`src/rtl/fpu_issue_sched.sv`:
```
// Issue scheduler sharing one FP pipeline between two requesters.
// Round-robin arbitration, a tag pipeline that follows each operation through
// the datapath, and per-requester result FIFOs guarded by credit counters.
module fpu_issue_sched #(
  parameter int unsigned LATENCY = 3,
  parameter int unsigned DEPTH   = 2
) (
  input  logic        clk,
  input  logic        rst,
  input  logic        r0_valid,
  input  logic [31:0] r0_a,
  input  logic [31:0] r0_b,
  input  logic [1:0]  r0_op,
  output logic        r0_ready,
  input  logic        r1_valid,
  input  logic [31:0] r1_a,
  input  logic [31:0] r1_b,
  input  logic [1:0]  r1_op,
  output logic        r1_ready,
  output logic [31:0] fpu_a,
  output logic [31:0] fpu_b,
  output logic [1:0]  fpu_op,
  input  logic [31:0] fpu_result,
  output logic        o0_valid,
  output logic [31:0] o0_data,
  input  logic        o0_ready,
  output logic        o1_valid,
  output logic [31:0] o1_data,
  input  logic        o1_ready,
  output logic        busy
);

  localparam int unsigned CW = $clog2(DEPTH + 1);
  localparam int unsigned PW = (DEPTH > 1) ? $clog2(DEPTH) : 1;

  // Requester fields gathered into arrays indexed by requester id
  logic [1:0]  req_valid;
  logic [31:0] req_a  [2];
  logic [31:0] req_b  [2];
  logic [1:0]  req_op [2];
  logic [1:0]  o_ready;

  assign req_valid = {r1_valid, r0_valid};
  assign req_a[0]  = r0_a;
  assign req_a[1]  = r1_a;
  assign req_b[0]  = r0_b;
  assign req_b[1]  = r1_b;
  assign req_op[0] = r0_op;
  assign req_op[1] = r1_op;
  assign o_ready   = {o1_ready, o0_ready};

  // State
  logic [CW-1:0]      credit_q [2];
  logic [CW-1:0]      credit_d [2];
  logic               last_grant_q, last_grant_d;
  logic [LATENCY-1:0] tag_vld_q, tag_vld_d;
  logic [LATENCY-1:0] tag_id_q, tag_id_d;
  logic [31:0]        mem_q [2][DEPTH];
  logic [31:0]        mem_d [2][DEPTH];
  logic [PW-1:0]      rptr_q [2];
  logic [PW-1:0]      rptr_d [2];
  logic [PW-1:0]      wptr_q [2];
  logic [PW-1:0]      wptr_d [2];
  logic [CW-1:0]      cnt_q [2];
  logic [CW-1:0]      cnt_d [2];

  logic [1:0] elig;
  logic [1:0] gnt;
  logic [1:0] pop;
  logic [1:0] push;
  logic       issue;
  logic       gnt_id;

  function automatic logic [PW-1:0] ptr_inc(input logic [PW-1:0] p);
    return (p == PW'(DEPTH - 1)) ? '0 : p + 1'b1;
  endfunction

  // FIFO handshakes: a pop is a consumer taking a non-empty head; a push is
  // the tag pipeline tail delivering a live result to its owner.
  always_comb begin
    pop  = '0;
    push = '0;
    for (int i = 0; i < 2; i++) begin
      pop[i] = (cnt_q[i] != '0) && o_ready[i];
    end
    push[0] = tag_vld_q[LATENCY-1] && !tag_id_q[LATENCY-1];
    push[1] = tag_vld_q[LATENCY-1] && tag_id_q[LATENCY-1];
  end

  // Round-robin arbitration; a same-cycle pop frees its credit immediately
  always_comb begin
    elig = '0;
    for (int i = 0; i < 2; i++) begin
      elig[i] = req_valid[i] && ((credit_q[i] - CW'(pop[i])) < CW'(DEPTH));
    end
    if (&elig) begin
      gnt = last_grant_q ? 2'b01 : 2'b10;
    end else begin
      gnt = elig;
    end
    issue  = |gnt;
    gnt_id = gnt[1];
  end

  // Pipeline operand-capture inputs and requester/consumer-facing outputs
  always_comb begin
    r0_ready = gnt[0];
    r1_ready = gnt[1];
    fpu_a    = issue ? req_a[gnt_id]  : '0;
    fpu_b    = issue ? req_b[gnt_id]  : '0;
    fpu_op   = issue ? req_op[gnt_id] : '0;
    o0_valid = cnt_q[0] != '0;
    o1_valid = cnt_q[1] != '0;
    o0_data  = o0_valid ? mem_q[0][rptr_q[0]] : '0;
    o1_data  = o1_valid ? mem_q[1][rptr_q[1]] : '0;
    busy     = (credit_q[0] != '0) || (credit_q[1] != '0);
  end

  // Next state: tag shift, grant history, credits and FIFO bookkeeping
  always_comb begin
    last_grant_d = issue ? gnt_id : last_grant_q;
    tag_vld_d    = '0;
    tag_id_d     = '0;
    tag_vld_d[0] = issue;
    tag_id_d[0]  = gnt_id;
    for (int s = 1; s < LATENCY; s++) begin
      tag_vld_d[s] = tag_vld_q[s-1];
      tag_id_d[s]  = tag_id_q[s-1];
    end
    mem_d = mem_q;
    for (int i = 0; i < 2; i++) begin
      credit_d[i] = credit_q[i] + CW'(gnt[i]) - CW'(pop[i]);
      cnt_d[i]    = cnt_q[i] + CW'(push[i]) - CW'(pop[i]);
      rptr_d[i]   = pop[i] ? ptr_inc(rptr_q[i]) : rptr_q[i];
      wptr_d[i]   = push[i] ? ptr_inc(wptr_q[i]) : wptr_q[i];
      if (push[i]) begin
        mem_d[i][wptr_q[i]] = fpu_result;
      end
    end
  end

  // Control state with synchronous reset; in-flight tags are dropped
  always_ff @(posedge clk) begin
    if (rst) begin
      last_grant_q <= 1'b1;
      tag_vld_q    <= '0;
      tag_id_q     <= '0;
      for (int i = 0; i < 2; i++) begin
        credit_q[i] <= '0;
        cnt_q[i]    <= '0;
        rptr_q[i]   <= '0;
        wptr_q[i]   <= '0;
      end
    end else begin
      last_grant_q <= last_grant_d;
      tag_vld_q    <= tag_vld_d;
      tag_id_q     <= tag_id_d;
      for (int i = 0; i < 2; i++) begin
        credit_q[i] <= credit_d[i];
        cnt_q[i]    <= cnt_d[i];
        rptr_q[i]   <= rptr_d[i];
        wptr_q[i]   <= wptr_d[i];
      end
    end
  end

  // FIFO storage needs no reset: outputs are masked while a FIFO is empty
  always_ff @(posedge clk) begin
    mem_q <= mem_d;
  end

endmodule

```
`config.mk`:
```
export PLATFORM = sky130hd
export DESIGN_NAME = fpu_issue_sched
export DESIGN_NICKNAME = d
export VERILOG_FILES = /design/src/rtl/fpu_issue_sched.sv
export SDC_FILE = /design/constraint.sdc
export NUM_CORES = 1
export LEC_CHECK = 0
export ABC_AREA = 1
export BUFFER_PORTS_ARGS = -buffer_cell sky130_fd_sc_hd__buf_2
export CORE_ASPECT_RATIO = 2
export CORE_MARGIN = 2
export CORE_UTILIZATION = 47
export DETAILED_ROUTE_END_ITERATION = 8
export GPL_TIMING_DRIVEN = 1
export PLACE_DENSITY = 0.8
export SLEW_MARGIN = 20
export SYNTH_ARGS = -nofsm -noshare
export SYNTH_HDL_FRONTEND = slang
export SYNTH_SLANG_ARGS = --single-unit
```
`constraint.sdc`:
```
create_clock -name clk -period 3.1 [get_ports clk]
set_input_delay 0.62 -clock clk [delete_from_list [all_inputs] [get_ports clk]]
set_output_delay 0.62 -clock clk [all_outputs]
set_load 0.05 [all_outputs]
```
# Word-level counts from Yosys, hierarchy flattened
# Memories as Yosys holds them, arrays and structs flattened.
# Index checks and enable logic that the tools add are counted.
# word_totals
out_inout_bits,135
ff_bits,135
wordCells,110
ramBits,12
in_bits,170
n_memories,4
# classes
n_reduce_logical,16
n_mux,47
addsub,14
bitwise_logic,13
magnitude_cmp,9
# memory_table
memory,depth,word_bits,rd,rd_ports_with_merged_regs,wr,line,source
cnt_q,2,2,2,0,2,64,logic [CW-1:0] cnt_q [2];
credit_q,2,2,2,0,2,53,logic [CW-1:0] credit_q [2];
rptr_q,2,1,2,0,2,60,logic [PW-1:0] rptr_q [2];
wptr_q,2,1,2,0,2,62,logic [PW-1:0] wptr_q [2];
# op_table
op,count
32-bit two-way mux,18
64-bit bitwise mux,2
32-bit demux with 1-bit select,2
2-bit two-way mux,10
1-bit two-way mux,15
2-bit by 1-bit subtractor with 2-bit output,6
2-bit >= comparator (second input constant),5
1-bit inverter with 2-bit output,5
2-bit by 1-bit adder with 2-bit output,4
1-bit logical AND,8
1-bit OR,8
2-bit nonzero test,4
1-bit adder (second input constant),4
2-bit by 1-bit < comparator with 1-bit output (second input constant),2
2-bit < comparator (second input constant),2
2-bit AND reduction,1
2-bit OR reduction,1
1-bit zero test,1
1-bit logical OR,1

# Longest topological paths before layout
# Gate-level depths: netlist of the first run.
# depth
word_depth,12
depth_mapped,16
depth_no_buf,15

# Least setup slack after synthesis of the first run
# OpenSTA, ideal clock, no wires.
# synth_path
path_type,input port to output port
startpoint,in o1_ready
endpoint,out fpu_b[23]
cell_stages,12
arrival_time_ns,2.212
n_path_buf,1
path_slack_ns,0.268
t_required_ns,2.480
path_cell_list,inv_1 nor2_1 ha_1 inv_1 nand2_1 nand2_1 nor2_4 nand2_4 inv_2 buf_2 nand2_1 nand2_1
# synth_between
elab_chain_len,11
word_cells_on_any_way,12
classes_between,1 x add/sub; 1 x order compare; 5 x mux; 1 x bitwise; 4 x reduce/logical
# synth_lines
item,line,source
"start, declared",29,"input logic o1_ready,"
1-bit logical AND (*),84,pop[i] = (cnt_q[i] != '0) && o_ready[i];
2-bit by 1-bit subtractor with 2-bit output (*),94,elig[i] = req_valid[i] && ((credit_q[i] - CW'(pop[i])) < CW'(DEPTH));
2-bit < comparator (*),94,
1-bit logical AND (*),94,
2-bit AND reduction,96,if (&elig) begin
2-bit two-way mux (*),96,
net r1_ready,19,"output logic r1_ready,"
1-bit inverter with 2-bit output (not written as such),110,fpu_b = issue ? req_b[gnt_id] : '0;
32-bit two-way mux (not written as such) (3 in a row),110,
32-bit two-way mux (*),110,
"end, declared",21,"output logic [31:0] fpu_b,"
# Mark *: on every way through the listed nets, which the timed path passes. The rest lies on a longest branch. The select of a mux whose other input is x is not followed.

==> impl_metrics.json, run 1 <==
{
  "syn_inst": 681,
  "htreeDepth": 4,
  "fin_crit_sh_pct": 95.8,
  "cts_buffers": 25,
  "drive_gt1_share_pct": 36.7,
  "yosys_warnings": 0,
  "status": "finished, final reports clean",
  "design_power_total_uw": 9110,
  "synth_top_area_share_pct": 58.5,
  "critPathCaptureType": "primary output",
  "synth_top_flop_cell": "edfxtp_1",
  "antenna_found_initial": 4,
  "drv_cap": 0,
  "clock_latency_ns": 0.45,
  "area_growth_pct": 40.8,
  "avgRoutedWirePerCell_um": 16.7,
  "grt_pass1_wl_mm": 27.2,
  "finalSetupTns_ns": 0,
  "dp_hpwl_mm": 13.7,
  "seqCellArea_um2": 4220,
  "hold_class": "in -> reg",
  "drt_wl_total_mm": 19.8,
  "min_period_ns": 2.97,
  "path_clk_slew_ns": 0.06,
  "syn_avg_cell_area_um2": 9.65,
  "hold_viol_final": 0,
  "ys_ff_latch": 147,
  "rows": 61,
  "worstPathRequired_ns": 2.48,
  "clock_skew_ns": 0.0202,
  "synth-seq-area-share_pct": 64.3,
  "synth-edff-count": 128,
  "setup_viol": 0,
  "grt_max_degree": 66,
  "multi_input_area_um2": 2020,
  "cts.sinks": 147,
  "holdBufCountCts": 0,
  "fmax_ghz": 0.337,
  "p_leak_uw": 0.00437,
  "drc": 0,
  "ctsLongestPathBuffers": 3,
  "nFillCells": 1063,
  "grt-ovfl-total": 0,
  "grt_pass1_vias": 5549,
  "vias": 6068,
  "cts_tree": "built",
  "dieArea_um2": 15000,
  "tightest_slew_ns": 1.05,
  "root_buffer": "clkbuf_16",
  "ir_drop_v": 0.000660,
  "core_um2": 13800,
  "pin_count": 305,
  "grt_usage_pct": 24.3,
  "fin_nets": 1165,
  "synth_area_leaders": "edfxtp_1, nand2_1, dfxtp_1",
  "finalMaxSlewViolations": 0,
  "yosys.area.top_type": "edfxtp_1",
  "drt_first_iter_violations": 328,
  "max_slew_margin_pct": 29.9,
  "via_per_inst": 5.11,
  "die_y_um": 171,
  "final_util_pct": 67.0,
  "ys_async_sr_fraction_pct": 0,
  "start_kind": "register",
  "drtAntennaViolNets": 0,
  "gp_congestion": 0.873,
  "numPortBuffers": 304,
  "start_util_pct": 47.6,
  "synthesis.area_um2": 6570,
  "yosysMostFrequentCell": "nand2_1",
  "die_w_um": 87.6,
  "crit_type": "reg -> out",
  "path_max_fanout": 17,
  "synthTopCellsByCount": "nand2_1, edfxtp_1, a21oi_1",
  "synth.distinct_cells": 23,
  "synth.net_count": 858,
  "power_density_nw_per_um2": 984,
  "cp.arrival_ns": 2.35,
  "dr.pass1.iters": 5
}
## repair_timing
item | CTS | global route
buffers inserted | 0 | 1
endpoints found under the setup margin | 0 | 65
resized for setup | 0 | 83
## power by group
group | leakage (µW) | internal [µW] | switching, µW
Sequential | 0.00131 | 2240 | 34.8
Combinational | 0.00273 | 1160 | 3460
Clock | 0.000329 | 1460 | 755
## flip-flops by register name (all words and copies together), names as in the netlist
name          count
wptr_q            2
rptr_q            2
credit_q          4
last_grant_q      1
tag_vld_q         3
mem_q           128
cnt_q             4
tag_id_q          3
## cells by family after synthesis
logic type	synth area share, %
buffers and inverters	5.58
DFF	64.3
adders and majority gates	1.33
and+or+nand+nor	22.7
xor gates and xnor gates	0.267
AOI/OAI and AO/OA	5.86
## routing by layer
layer	GRT usage, %	up-vias	part of all wire (%)
met5	0	-	0.13
met4	10.5	4	3.4
met3	4.99	47	8.9
met2	41.9	328	52
met1	28.8	2811	36
li1	-	2878	-
## critical path, stage by stage (launching register included)
cell and delay (ns):
dfxtp_1 0.37, nor2_2 0.07, nor2_2 0.12, ha_1 0.19, inv_1 0.05, nand2_1 0.06
nand2_1 0.09, nor2_4 0.16, nand2_4 0.09, inv_4 0.13, clkbuf_16 0.19, nand2_1 0.06
nand2_1 0.07, clkbuf_4 0.22
## final timing paths
| path | cells after the start | startpoint | slack (ns) | endpoint |
|---|---|---|---|---|
| worst max-delay path | 13 | cnt_q[0][3] | 0.13 | fpu_b[0] |
| worst min-delay path | 1 | fpu_result[18] | 0.38 | mem_q[82] |
| worst max register to register | 15 | cnt_q[0][3] | 0.93 | credit_q[0][1] |
| worst min register to register | 2 | tag_id_q[1] | 0.39 | tag_id_q[2] |
## metrics by stage
step	hold slack, ns	setup slack (ns)	cells	cell area (µm²)
6_report	0.379	0.130	1187	9250
5_1_grt	0.362	-0.00939	1183	9240
4_1_cts	0.368	0.0613	1179	9010
3_5_place_dp	0.394	0.205	1147	8340
3_3_place_gp	0.389	0.227	1147	8340
2_1_floorplan	0.388	0.268	681	6570
## cell type report
cell class | count | area share (%)
Timing Repair Buffer | 322 | 21.0
Multi-Input combinational cell | 452 | 21.8
Clock inverter | 3 | 0.162
Tap cell | 189 | 2.56
Antenna cell | 5 | 0.135
Clock buffer | 29 | 7.03
Sequential cell | 147 | 45.6
Inverter | 40 | 1.65
## cell usage in the layout (no fill, tap or decap), types with 5 or more instances in the layout
| cell | count |
|---|---|
| clkbuf_16 | 27 |
| buf_6 | 8 |
| inv_1 | 38 |
| buf_12 | 6 |
| dfxtp_1 | 19 |
| a21oi_1 | 72 |
| nand3_1 | 68 |
| clkbuf_4 | 41 |
| edfxtp_1 | 128 |
| o21ai_0 | 5 |
| ha_1 | 7 |
| buf_4 | 20 |
| nor2_1 | 13 |
| buf_2 | 245 |
| diode_2 | 5 |
| nand2_1 | 270 |
| nor2_4 | 5 |
(Power assumes the default switching activity.)
==> inputs of run 2 (changes only) <==
--- a/config.mk
+++ b/config.mk
@@ -12,7 +12,7 @@
 export CORE_UTILIZATION = 47
 export DETAILED_ROUTE_END_ITERATION = 8
 export GPL_TIMING_DRIVEN = 1
-export PLACE_DENSITY = 0.8
+export PLACE_DENSITY_LB_ADDON = 0.08
 export SLEW_MARGIN = 20
 export SYNTH_ARGS = -nofsm -noshare
 export SYNTH_HDL_FRONTEND = slang
==> run 2 against run 1 <==
Final area is 1.4% lower. Die area stayed put. First-iteration DRC count is 4.9% higher. Utilization is 0.96 points lower. Register-to-register slack better by 0.08 ns. Setup slack better by 0.012 ns. Highest routed layer unchanged. Total power is 3.3% lower. Largest power group unchanged. Clock power is 10% lower. Sequential power hardly changed. Non-clock buffer count is 7 higher. Global-route usage is 2.8 points higher. Largest cell class unchanged.
==> impl_metrics.json, run 2 (same netlist as run 1, synthesis figures left out) <==
{
  "met1_length_mm": 7.01,
  "dieArea_um2": 15000,
  "grt_pass1_wl_mm": 29.4,
  "gp_congestion": 0.802,
  "instances_no_fill": 1200,
  "antenna_found_initial": 17,
  "most-common-layout-cells": "buf_2, nand2_1, edfxtp_1",
  "pin_count": 305,
  "cp_slowest_stage_delay_ns": 0.37,
  "ir_drop_v": 0.000494,
  "largestRegisters": "mem_q x128, cnt_q x4, credit_q x4",
  "cp.arrival_ns": 2.34,
  "dpl.cell_count": 1157,
  "hold_class": "reg -> reg",
  "slowest_stage": "dfxtp_1",
  "avgRoutedWirePerCell_um": 17.4,
  "min_period_ns": 2.96,
  "power_density_nw_per_um2": 965,
  "drtAntennaViolNets": 0,
  "die_y_um": 171,
  "clock_latency_ns": 0.41,
  "area_growth_pct": 38.8,
  "path_max_fanout": 32,
  "max_slew_margin_pct": 56.6,
  "fmax_ghz": 0.338,
  "status": "finished, final reports clean",
  "drt_wl_total_mm": 20.9,
  "die_w_um": 87.6,
  "drive_gt1_share_pct": 37.4,
  "vias": 5897,
  "start_kind": "register",
  "largest_reg_flops": 128,
  "post_dp_cell_area_um2": 8440,
  "final_area_um2": 9120,
  "dr.pass1.iters": 5,
  "routed.top_layer": "met5",
  "grt_usage_pct": 27.1,
  "root_buffer": "clkbuf_16",
  "cts_tree": "built",
  "crit_buf_inv": 4,
  "fin_crit_sh_pct": 95.4,
  "crit_chain": "nor2_4 -> nor2_1 -> ha_1 -> inv_1 -> nand2_1 -> nand2_1 -> nor2_4 -> nand2_4 -> inv_2 -> buf_12 -> nand2_1 -> nand2_1 -> clkbuf_4",
  "grt-ovfl-total": 0,
  "dp_hpwl_mm": 15.6,
  "clock_skew_ns": 0.0109,
  "tightest_slew_ns": 0.649,
  "wl_met2_mm": 10.9,
  "grt_pass1_vias": 5426,
  "p_leak_uw": 0.00433,
  "crit_type": "reg -> out",
  "worstPathRequired_ns": 2.48,
  "timing.critical_path.mode_cell": "nand2_1",
  "path_clk_slew_ns": 0.06,
  "final_common_cell": "buf_2",
  "hold_viol_final": 0,
  "cts.sinks": 147,
  "drt_first_iter_violations": 344,
  "fin_nets": 1164,
  "drv_cap": 0,
  "numPortBuffers": 304,
  "finalMaxSlewViolations": 0,
  "rsz0062_at_grt": "true",
  "htreeDepth": 4,
  "grt_max_degree": 39,
  "drc": 0,
  "start_util_pct": 47.6,
  "final_util_pct": 66.0,
  "via_per_inst": 4.91,
  "core_um2": 13800,
  "setup_viol": 0,
  "cp_top_family": "simple AND/OR/NAND/NOR gates",
  "cts_buffers": 17,
  "cts_setup_buffers": 0,
  "rows": 61,
  "ctsLongestPathBuffers": 2,
  "top_register": "mem_q",
  "wl_met3_mm": 2.22,
  "critPathCaptureType": "primary output"
}
-- run 2: cell count changes in the layout (fill, tap and decap cells not counted), moves of 4 or more --
cell	delta
buf_2	+31
clkbuf_4	-17
clkbuf_16	-10
buf_6	-7
diode_2	+6
clkinvlp_4	+4
inv_6	+4
-- run 2: worst paths after layout --
path	from	endpoint	slack, ns	cells past startpoint
max reg2reg	cnt_q[0][2]	credit_q[0][1]	1.01	15
min reg2reg	tag_vld_q[1]	tag_vld_q[2]	0.40	2
max	cnt_q[0][2]	fpu_a[11]	0.14	13
min	tag_vld_q[1]	tag_vld_q[2]	0.40	2
-- run 2: layout make-up --
cell class / count / area [µm²]
antenna: 11 / 27.5
clock buffer: 17 / 425
clock inverter: 15 / 155
fill: 1181 / 4690
inverter: 40 / 153
multi-input combinational: 452 / 2030
sequential: 147 / 4230
tap: 189 / 236
timing repair buffer: 329 / 1870
-- run 2: routing by layer --
| metal | track usage, % | vias up |
|---|---|---|
| li1 | - | 2897 |
| met1 | 28.0 | 2652 |
| met2 | 46.9 | 288 |
| met3 | 12.4 | 50 |
| met4 | 10.6 | 10 |
| met5 | 0 | - |
-- run 2: power by group --
group          switching (µW)  internal (µW)  total, µW
Sequential               42.0           2240       2280
Combinational            3480           1070       4550
Clock                     788           1190       1980
-- run 2: timing repair --
| item | 4_1_cts | 5_1_grt |
|---|---|---|
| setup endpoints to repair | 0 | 65 |
| resized for setup | 0 | 32 |
| hold buffers | 0 | 0 |
-- run 2: worst min-delay path, cell delays in order (launching register included) --
cell	delay, ns
dfxtp_1	0.30
inv_1	0.04
nor2_1	0.03
-- run 2: metrics by stage --
step	TNS, ns	hold WS (ns)	setup slack (ns)	power, µW
2_1_floorplan	0	0.388	0.268	5580
3_3_place_gp	0	0.392	0.188	6790
3_5_place_dp	0	0.406	0.178	6800
4_1_cts	0	0.405	0.0548	8770
5_1_grt	-0.0275	0.407	-0.0138	9200
6_report	0	0.404	0.142	8800
